### config.mk
export PLATFORM = sky130hd
export DESIGN_NAME = beat_sequencer
export DESIGN_NICKNAME = d
export VERILOG_FILES = /design/src/rtl/gv_pkg.sv /design/src/rtl/beat_timer.sv /design/src/rtl/beat_sequencer.sv
export SDC_FILE = /design/constraint.sdc
export NUM_CORES = 1
export LEC_CHECK = 0
export CORE_MARGIN = 2
export CORE_UTILIZATION = 50
export DETAILED_ROUTE_END_ITERATION = 6
export GPL_ROUTABILITY_DRIVEN = 0
export PLACE_DENSITY = 0.77
export SLEW_MARGIN = 20
export SYNTH_ARGS = -nofsm -noshare
export SYNTH_HDL_FRONTEND = slang
export SYNTH_SLANG_ARGS = --single-unit
### constraint.sdc
create_clock -name clk -period 8.6 [get_ports clk]
set_input_delay 1.29 -clock clk [delete_from_list [all_inputs] [get_ports clk]]
set_output_delay 1.29 -clock clk [all_outputs]
set_load 0.03 [all_outputs]
### src/rtl/gv_pkg.sv
// Shared game definitions: mode codes from the game controller, the beat
// sequencer state encoding and the datapath widths used across the block.
package gv_pkg;

  typedef enum logic [2:0] {
    MODE_IDLE   = 3'd1,
    MODE_EDIT   = 3'd2,
    MODE_DIFF   = 3'd3,
    MODE_RUN    = 3'd4,
    MODE_PAUSE  = 3'd5,
    MODE_FINISH = 3'd6
  } mode_e;

  typedef enum logic [2:0] {
    S_IDLE,
    S_PLAY,
    S_HOLD,
    S_DRAIN,
    S_DONE
  } seq_state_e;

  localparam int PERIOD_W = 23;
  localparam int POS_W    = 6;

  // A beat interval shorter than two cycles would make beats continuous.
  function automatic logic [PERIOD_W-1:0] clamp_period(input logic [PERIOD_W-1:0] p);
    return (p < PERIOD_W'(2)) ? PERIOD_W'(2) : p;
  endfunction

endpackage

### src/rtl/beat_timer.sv
// Beat interval timer: latches the effective period at round load, counts
// cycles while running, flags the terminal count and the hit window.
module beat_timer
  import gv_pkg::*;
(
  input  logic                clk,
  input  logic                rst,
  input  logic                run,
  input  logic                load,
  input  logic [PERIOD_W-1:0] period,
  output logic                tick,
  output logic                window
);

  logic [PERIOD_W-1:0] eff_period;
  logic [PERIOD_W-1:0] count;
  logic [PERIOD_W-1:0] quarter;
  logic                terminal;

  assign terminal = (count == eff_period - 1'b1);
  assign quarter  = eff_period >> 2;

  // Period latch and cycle counter; the counter freezes whenever run is low.
  always_ff @(posedge clk) begin
    // NOTE: state registers use non-blocking assignments so every flop samples
    // pre-edge values; blocking here would create order-dependent races.
    if (rst) begin
      eff_period <= PERIOD_W'(2);
      count      <= '0;
    end else if (load) begin
      eff_period <= clamp_period(period);
      count      <= '0;
    end else if (run) begin
      if (terminal) count <= '0;
      else          count <= count + 1'b1;
    end
  end

  assign tick   = run && terminal;
  assign window = (count < quarter) || (count >= eff_period - quarter);

endmodule

### src/rtl/beat_sequencer.sv
// Rhythm game beat sequencer: scrolls two note lanes toward the hit row one
// step per beat, drains the lanes after the last song step and flags the end.
module beat_sequencer
  import gv_pkg::*;
#(
  parameter int NOTES    = 32,
  parameter int LANE_LEN = 7
) (
  input  logic                clk,
  input  logic                rst,
  input  logic [2:0]          mode,
  input  logic [PERIOD_W-1:0] period,
  input  logic [NOTES-1:0]    song_a,
  input  logic [NOTES-1:0]    song_b,
  output logic                beat,
  output logic [POS_W-1:0]    position,
  output logic [LANE_LEN-1:0] lane_a,
  output logic [LANE_LEN-1:0] lane_b,
  output logic                window,
  output logic                finish
);

  localparam int              NOTE_IDX_W = $clog2(NOTES);
  localparam logic [POS_W-1:0] LAST_NOTE = POS_W'(NOTES - 1);
  localparam logic [POS_W-1:0] LAST_BEAT = POS_W'(NOTES + LANE_LEN - 1);

  seq_state_e state, state_d, resume;
  logic       is_run, is_pause;
  logic       run, load, tick, timer_window;
  logic       in_a, in_b;

  assign is_run   = (mode == MODE_RUN);
  assign is_pause = (mode == MODE_PAUSE);

  beat_timer u_timer (
    .clk    (clk),
    .rst    (rst),
    .run    (run),
    .load   (load),
    .period (period),
    .tick   (tick),
    .window (timer_window)
  );

  // State register plus the state to return to when a pause ends.
  always_ff @(posedge clk) begin
    if (rst) begin
      state  <= S_IDLE;
      resume <= S_PLAY;
    end else begin
      state <= state_d;
      if (state_d == S_HOLD && state != S_HOLD) resume <= state;
    end
  end

  // Next-state decode from mode and beat progress.
  always_comb begin
    // NOTE: default first so every path assigns state_d and no latch is inferred.
    state_d = state;
    unique case (state)
      S_IDLE: if (is_run) state_d = S_PLAY;
      S_PLAY, S_DRAIN: begin
        if (is_pause)                         state_d = S_HOLD;
        else if (!is_run)                     state_d = S_IDLE;
        else if (tick && position == LAST_BEAT) state_d = S_DONE;
        else if (tick && position == LAST_NOTE) state_d = S_DRAIN;
      end
      S_HOLD: begin
        if (is_run)         state_d = resume;
        else if (!is_pause) state_d = S_IDLE;
      end
      S_DONE: if (!is_run && !is_pause) state_d = S_IDLE;
      default: state_d = S_IDLE;
    endcase
  end

  // Control outputs decoded from the current state and mode.
  always_comb begin
    run    = (state == S_PLAY || state == S_DRAIN) && is_run;
    load   = (state == S_IDLE) && is_run;
    finish = tick && (state == S_DRAIN) && (position == LAST_BEAT);
  end

  assign beat   = tick;
  // The counter is frozen during a pause, so the window holds its last value.
  assign window = timer_window && (state inside {S_PLAY, S_DRAIN, S_HOLD});

  // Drain beats feed empty steps so the remaining notes scroll out.
  assign in_a = (state == S_PLAY) ? song_a[position[NOTE_IDX_W-1:0]] : 1'b0;
  assign in_b = (state == S_PLAY) ? song_b[position[NOTE_IDX_W-1:0]] : 1'b0;

  // Lane scroll and step position: cleared at load or abort, shifted per beat.
  always_ff @(posedge clk) begin
    if (rst || load || state_d == S_IDLE) begin
      lane_a   <= '0;
      lane_b   <= '0;
      position <= '0;
    end else if (tick) begin
      lane_a   <= {lane_a[LANE_LEN-2:0], in_a};
      lane_b   <= {lane_b[LANE_LEN-2:0], in_b};
      position <= position + 1'b1;
    end
  end

endmodule

==> results of run 1 <==
[cells in the mapped netlist, types with 5 or more instances]
master	number
nand2b_1	10
o21ai_0	22
a21oi_1	55
mux2i_1	14
buf_2	5
inv_1	40
ha_1	68
nor4_1	16
a31oi_1	5
a21o_1	18
a211oi_1	6
dfxtp_1	72
o21a_1	6
xnor2_1	37
nand4_1	22
nor2b_1	6
clkbuf_1	20
nand3_1	20
a2111oi_0	5
xor2_1	34
nor2_1	77
and3_1	10
nor3_1	22
mux4_2	20
nand2_1	83
[state kept, by name, indices dropped and copies added, names as in the netlist]
signal,count
lane_b,7
u_timer.count,23
position,6
lane_a,7
u_timer.eff_period,23
state,3
resume,3
[stage by stage]
step | utilization | hold WS (ns)
5_1_grt | 0.646 | 0.457
6_report | 0.646 | 0.432
2_1_floorplan | - | 0.390
3_5_place_dp | 0.623 | 0.422
3_3_place_gp | 0.623 | 0.409
4_1_cts | 0.645 | 0.436
[layout make-up]
type                       count  area [sq um]  share of cell area
clock buffer                  11           243              0.0310
multi-input combinational    619          4550               0.582
sequential                    72          1440               0.184
inverter                      41           154              0.0197
timing repair buffer         121          1190               0.153
tap                          168           210              0.0269
clock inverter                 4          30.0             0.00384
[power by group]
group	internal (W)	switching, W
sequential	0.000337	0.00000870
clock	0.000202	0.000147
combinational	0.000125	0.000122
[layer usage]
layer / global-route usage / share of wire
met1: 0.340 / 0.42
met2: 0.481 / 0.48
met3: 0.0706 / 0.076
met4: 0.0960 / 0.024
met5: 0 / 0
[worst max-delay path, cell delays in order, from the launching register on]
cell and delay [ns]:
dfxtp_1 0.58, ha_1 0.25, inv_1 0.05, fa_1 0.42
a211oi_1 0.30, o21a_1 0.18, o21ai_0 0.11, a31oi_1 0.34
o21ai_0 0.24, a41o_1 0.31, o41ai_1 0.44, o21ai_0 0.19
xnor2_1 0.16, ha_1 0.32, nand4_1 0.13, a2111oi_0 0.34
nand3_1 0.14, a311oi_1 0.46, clkdlybuf4s50_1 0.77
[how the worst max path moves through the flow]
stage	start	to	slack, ns	cells past startpoint
3_3_place_gp	u_timer.eff_period[2]$_SDFFE_PP0P_	window	1.81	18
3_5_place_dp	u_timer.eff_period[2]$_SDFFE_PP0P_	window	1.60	18
5_1_grt	u_timer.eff_period[2]$_SDFFE_PP0P_	window	0.73	18
2_1_floorplan	u_timer.eff_period[0]$_SDFFE_PP0P_	window	2.82	18
4_1_cts	u_timer.eff_period[2]$_SDFFE_PP0P_	window	1.23	18
6_report	u_timer.eff_period[2]$_SDFFE_PP0P_	window	1.21	18
[kinds of logic (layout without fill, tap and decap cells)]
logic type,count (synthesis),in the layout,share of synthesized area
buf+inv,72,177,0.0496
mux,34,34,0.0941
simple gates,300,300,0.240
fa+ha+maj,69,69,0.139
xor+xnor,72,72,0.103
flops,72,72,0.230
compound gates,144,144,0.145
==> flow_summary.json, run 1 <==
{
  "place_area_sq_um": 7540,
  "io_pins": 115,
  "drive_gt1_frac": 0.0680,
  "drt_iter0_drc": 445,
  "ys_ff_latch": 72,
  "final_common_cell": "clkdlybuf4s50_1",
  "fmax_mhz": 135,
  "post_cts_buffers": 0,
  "finClkSkew_ns": 0.0124,
  "setup_viol": 0,
  "clock_sinks": 72,
  "tns_ns": 0,
  "path_max_fanout": 12,
  "irDropWorstVdd_v": 0.0000939,
  "status": "finished clean",
  "finalHoldViolCount": 0,
  "io_buffers": 114,
  "cts-root-buf": "clkbuf_16",
  "hpwl_um": 14400,
  "hold_depth": 2,
  "ys_top_cells_by_area": "dfxtp_1 23%, ha_1 14%, mux4_2 7.2%",
  "dieArea_sq_um": 13500,
  "worstPathArrival_ns": 6.10,
  "startpoint_type": "flip-flop",
  "crit_type": "reg2out",
  "clock_path_buffers": 2,
  "final_antenna_net_count": 0,
  "syn_area_per_cell_sq_um": 8.22,
  "htree_levels": 3,
  "yosysWarnings": 0,
  "grt_start_max_net_pins": 29,
  "min_period_ns": 7.39,
  "r2r-start": "u_timer.eff_period[1]$_SDFFE_PP1P_",
  "mostFrequentLayoutCells": "114 x clkdlybuf4s50_1, 83 x nand2_1, 77 x nor2_1",
  "pre_cts_ws_ns": 1.60,
  "synth_edf_count": 0,
  "reg2regPathDepth": 11,
  "grt_usage": 0.279,
  "wl_per_cell_um": 17.4,
  "ys.flop_type": "dfxtp_1",
  "die_w_um": 116,
  "setup_ws_ns": 1.21,
  "hold_end": "resume[0]$_SDFFE_PP1P_",
  "fp-row-count": 40,
  "end_kind": "primary output",
  "synth_top_area_frac": 0.230,
  "synth.distinct_cells": 62,
  "drv_cap": 0,
  "synth_top_cell_by_area": "dfxtp_1",
  "area_growth_pct": 24.7,
  "hp-start": "resume[0]$_SDFFE_PP1P_",
  "vias": 6154,
  "ctsResizeCount": 0,
  "maxSlewViolCount": 0,
  "instances_no_fill": 1036,
  "async_reset_ff_frac": 0,
  "antennaDiodeCount": 0,
  "power_density_nw_per_um2": 120,
  "design_area_sq_um": 7820,
  "hold_path.class": "reg2reg",
  "rsz0062_at_grt": "no",
  "dp_cells": 1021,
  "total_power_w": 0.000942,
  "min_period_over_period": 0.859,
  "die_y_um": 116,
  "worstMarginPinSlew_ns": 0.939,
  "r2r_slack_ns": 4.58,
  "clkTransAtPathRegs_ns": 0.06,
  "gr-total-overflow": 0,
  "cts_tree": "yes",
  "syn_area_sq_um": 6270,
  "numCtsBuffers": 9,
  "clk_latency_ns": 0.35,
  "viasPerCell": 5.94,
  "synth_fp_nets": 924,
  "initial_core_util": 0.518,
  "wirelength_um": 18000,
  "antenna_found_initial": 0,
  "p_leak_nw": 3.03,
  "nets": 1025,
  "nFillCells": 1046,
  "crit_required_ns": 7.31,
  "cts_hold_buf": 0,
  "rr_endpoint": "u_timer.count[16]$_SDFFE_PP0P_",
  "slew_headroom": 0.374,
  "synth-seq-area-share": 0.230,
  "core_sq_um": 12100,
  "drc": 0,
  "grt_pass1_wl_um": 29500,
  "netlist_instances": 763,
  "grt_pass1_vias": 6126,
  "first_pass_iters": 6
}
No activity file was read; power rests on OpenSTA's default activity.
==> inputs of run 2 (changes only) <==
--- a/config.mk
+++ b/config.mk
@@ -5,6 +5,7 @@
 export SDC_FILE = /design/constraint.sdc
 export NUM_CORES = 1
 export LEC_CHECK = 0
+export CORE_ASPECT_RATIO = 1.1
 export CORE_MARGIN = 2
 export CORE_UTILIZATION = 50
 export DETAILED_ROUTE_END_ITERATION = 6
==> flow_summary.json, run 2 (synthesis gave the netlist of run 1 again) <==
{
  "status": "finished clean",
  "p_int_w": 0.000699,
  "total_power_w": 0.000992,
  "wirelength_um": 18300,
  "core_sq_um": 12100,
  "first_pass_iters": 5,
  "power.net_switching_w": 0.000293,
  "final_antenna_net_count": 0,
  "crit_type": "reg2out",
  "hold_path.class": "reg2reg",
  "hold_depth": 2,
  "drive_gt1_frac": 0.0690,
  "fp-row-count": 42,
  "crit_required_ns": 7.31,
  "power_density_nw_per_um2": 127,
  "place_area_sq_um": 7530,
  "area_growth_pct": 24.9,
  "startpoint_type": "flip-flop",
  "clkTransAtPathRegs_ns": 0.06,
  "path_max_fanout": 12,
  "grt_pass1_wl_um": 29300,
  "io_pins": 115,
  "mostFrequentLayoutCells": "114 x clkdlybuf4s50_1, 83 x nand2_1, 77 x nor2_1",
  "end_kind": "primary output",
  "initial_core_util": 0.517,
  "clkPwrFrac": 0.400,
  "hpwl_um": 14500,
  "final_common_cell": "clkdlybuf4s50_1",
  "drv_cap": 0,
  "top_regs": "u_timer.count (23), u_timer.eff_period (23)",
  "design_area_sq_um": 7840,
  "slew_headroom": 0.346,
  "gr-total-overflow": 0,
  "viasPerCell": 6.03,
  "clk_latency_ns": 0.35,
  "dieArea_sq_um": 13500,
  "io_buffers": 114,
  "numCtsBuffers": 9,
  "reg2regPathDepth": 11,
  "maxSlewViolCount": 0,
  "min_period_ns": 7.17,
  "antennaDiodeCount": 0,
  "die_w_um": 111,
  "fmax_mhz": 140,
  "finClkSkew_ns": 0.00594,
  "wl_per_cell_um": 17.9,
  "vias": 6165,
  "grt_pass1_vias": 6154,
  "drt_iter0_drc": 390,
  "die_y_um": 121,
  "cts-root-buf": "clkbuf_16",
  "irDropWorstVdd_v": 0.000105,
  "cts_tree": "yes",
  "grt_start_max_net_pins": 29,
  "antenna_found_initial": 0,
  "rsz0062_at_grt": "no",
  "cts_hold_buf": 0,
  "worstPathArrival_ns": 5.88,
  "p_seq_frac": 0.349,
  "nets": 1025,
  "clock_sinks": 72,
  "min_period_over_period": 0.834,
  "ctsResizeCount": 0,
  "worstMarginPinSlew_ns": 0.980,
  "post_cts_buffers": 0,
  "p_leak_nw": 3.05,
  "combPwrFrac": 0.251,
  "tns_ns": 0,
  "grt_usage": 0.273,
  "clock_path_buffers": 2,
  "hold_ws_ns": 0.456,
  "htree_levels": 3,
  "finalHoldViolCount": 0,
  "setup_viol": 0,
  "drc": 0,
  "swShare": 0.295
}
run 2: cell types whose count changed in the layout (fill, tap and decap cells not counted), sizes merged:
cell / previous run / this run
clkinv: 3 / 2
clkbuf: 11 / 10
inv: 41 / 43
bufinv: 0 / 1
run 2: metal layers:
| metal | GRT usage | share of wire |
|---|---|---|
| met1 | 0.293 | 0.38 |
| met2 | 0.492 | 0.50 |
| met3 | 0.0814 | 0.079 |
| met4 | 0.134 | 0.041 |
| met5 | 0 | 0 |
run 2: worst paths after layout:
kind | start | endpoint | slack [ns]
worst min register to register | resume[0]$_SDFFE_PP1P_ | resume[0]$_SDFFE_PP1P_ | 0.46
worst min-delay path | resume[0]$_SDFFE_PP1P_ | resume[0]$_SDFFE_PP1P_ | 0.46
worst max-delay path | u_timer.eff_period[2]$_SDFFE_PP0P_ | window | 1.43
worst max register to register | u_timer.eff_period[1]$_SDFFE_PP1P_ | u_timer.count[22]$_SDFFE_PP0P_ | 4.51
run 2: power groups by stage:
stage	clock (W)	combinational (W)	sequential (W)
after CTS	0.000403	0.000246	0.000346
final	0.000397	0.000249	0.000346
after global placement	0	0.000236	0.000353
after floorplan	0	0.000162	0.000349
after detailed placement	0	0.000244	0.000353
after global routing	0.000418	0.000271	0.000347
run 2: final cells by class:
class | instances | area, sq um
Multi-Input combinational cell | 619 | 4540
Clock inverter | 6 | 75.1
Sequential cell | 72 | 1440
Tap cell | 154 | 193
Fill cell | 995 | 4300
Clock buffer | 10 | 239
Timing Repair Buffer | 121 | 1190
Inverter | 41 | 154
run 2: stage by stage:
| step | setup WS [ns] | cells | util |
|---|---|---|---|
| after floorplan | 2.82 | 763 | - |
| after global placement | 2.15 | 1007 | 0.620 |
| after detailed placement | 1.91 | 1007 | 0.620 |
| after CTS | 1.49 | 1023 | 0.646 |
| after global routing | 0.974 | 1023 | 0.646 |
| final | 1.43 | 1023 | 0.646 |
run 2: critical path, cell delays in order (launching register included):
cell and delay (ns):
dfxtp_1 0.58, ha_1 0.25, inv_1 0.06, fa_1 0.43
a211oi_1 0.34, o21a_1 0.21, o21ai_0 0.11, a31oi_1 0.35
o21ai_0 0.23, a41o_1 0.31, o41ai_1 0.39, o21ai_0 0.18
xnor2_1 0.16, ha_1 0.32, nand4_1 0.16, a2111oi_0 0.39
nand3_1 0.12, a311oi_1 0.23, clkdlybuf4s50_1 0.71
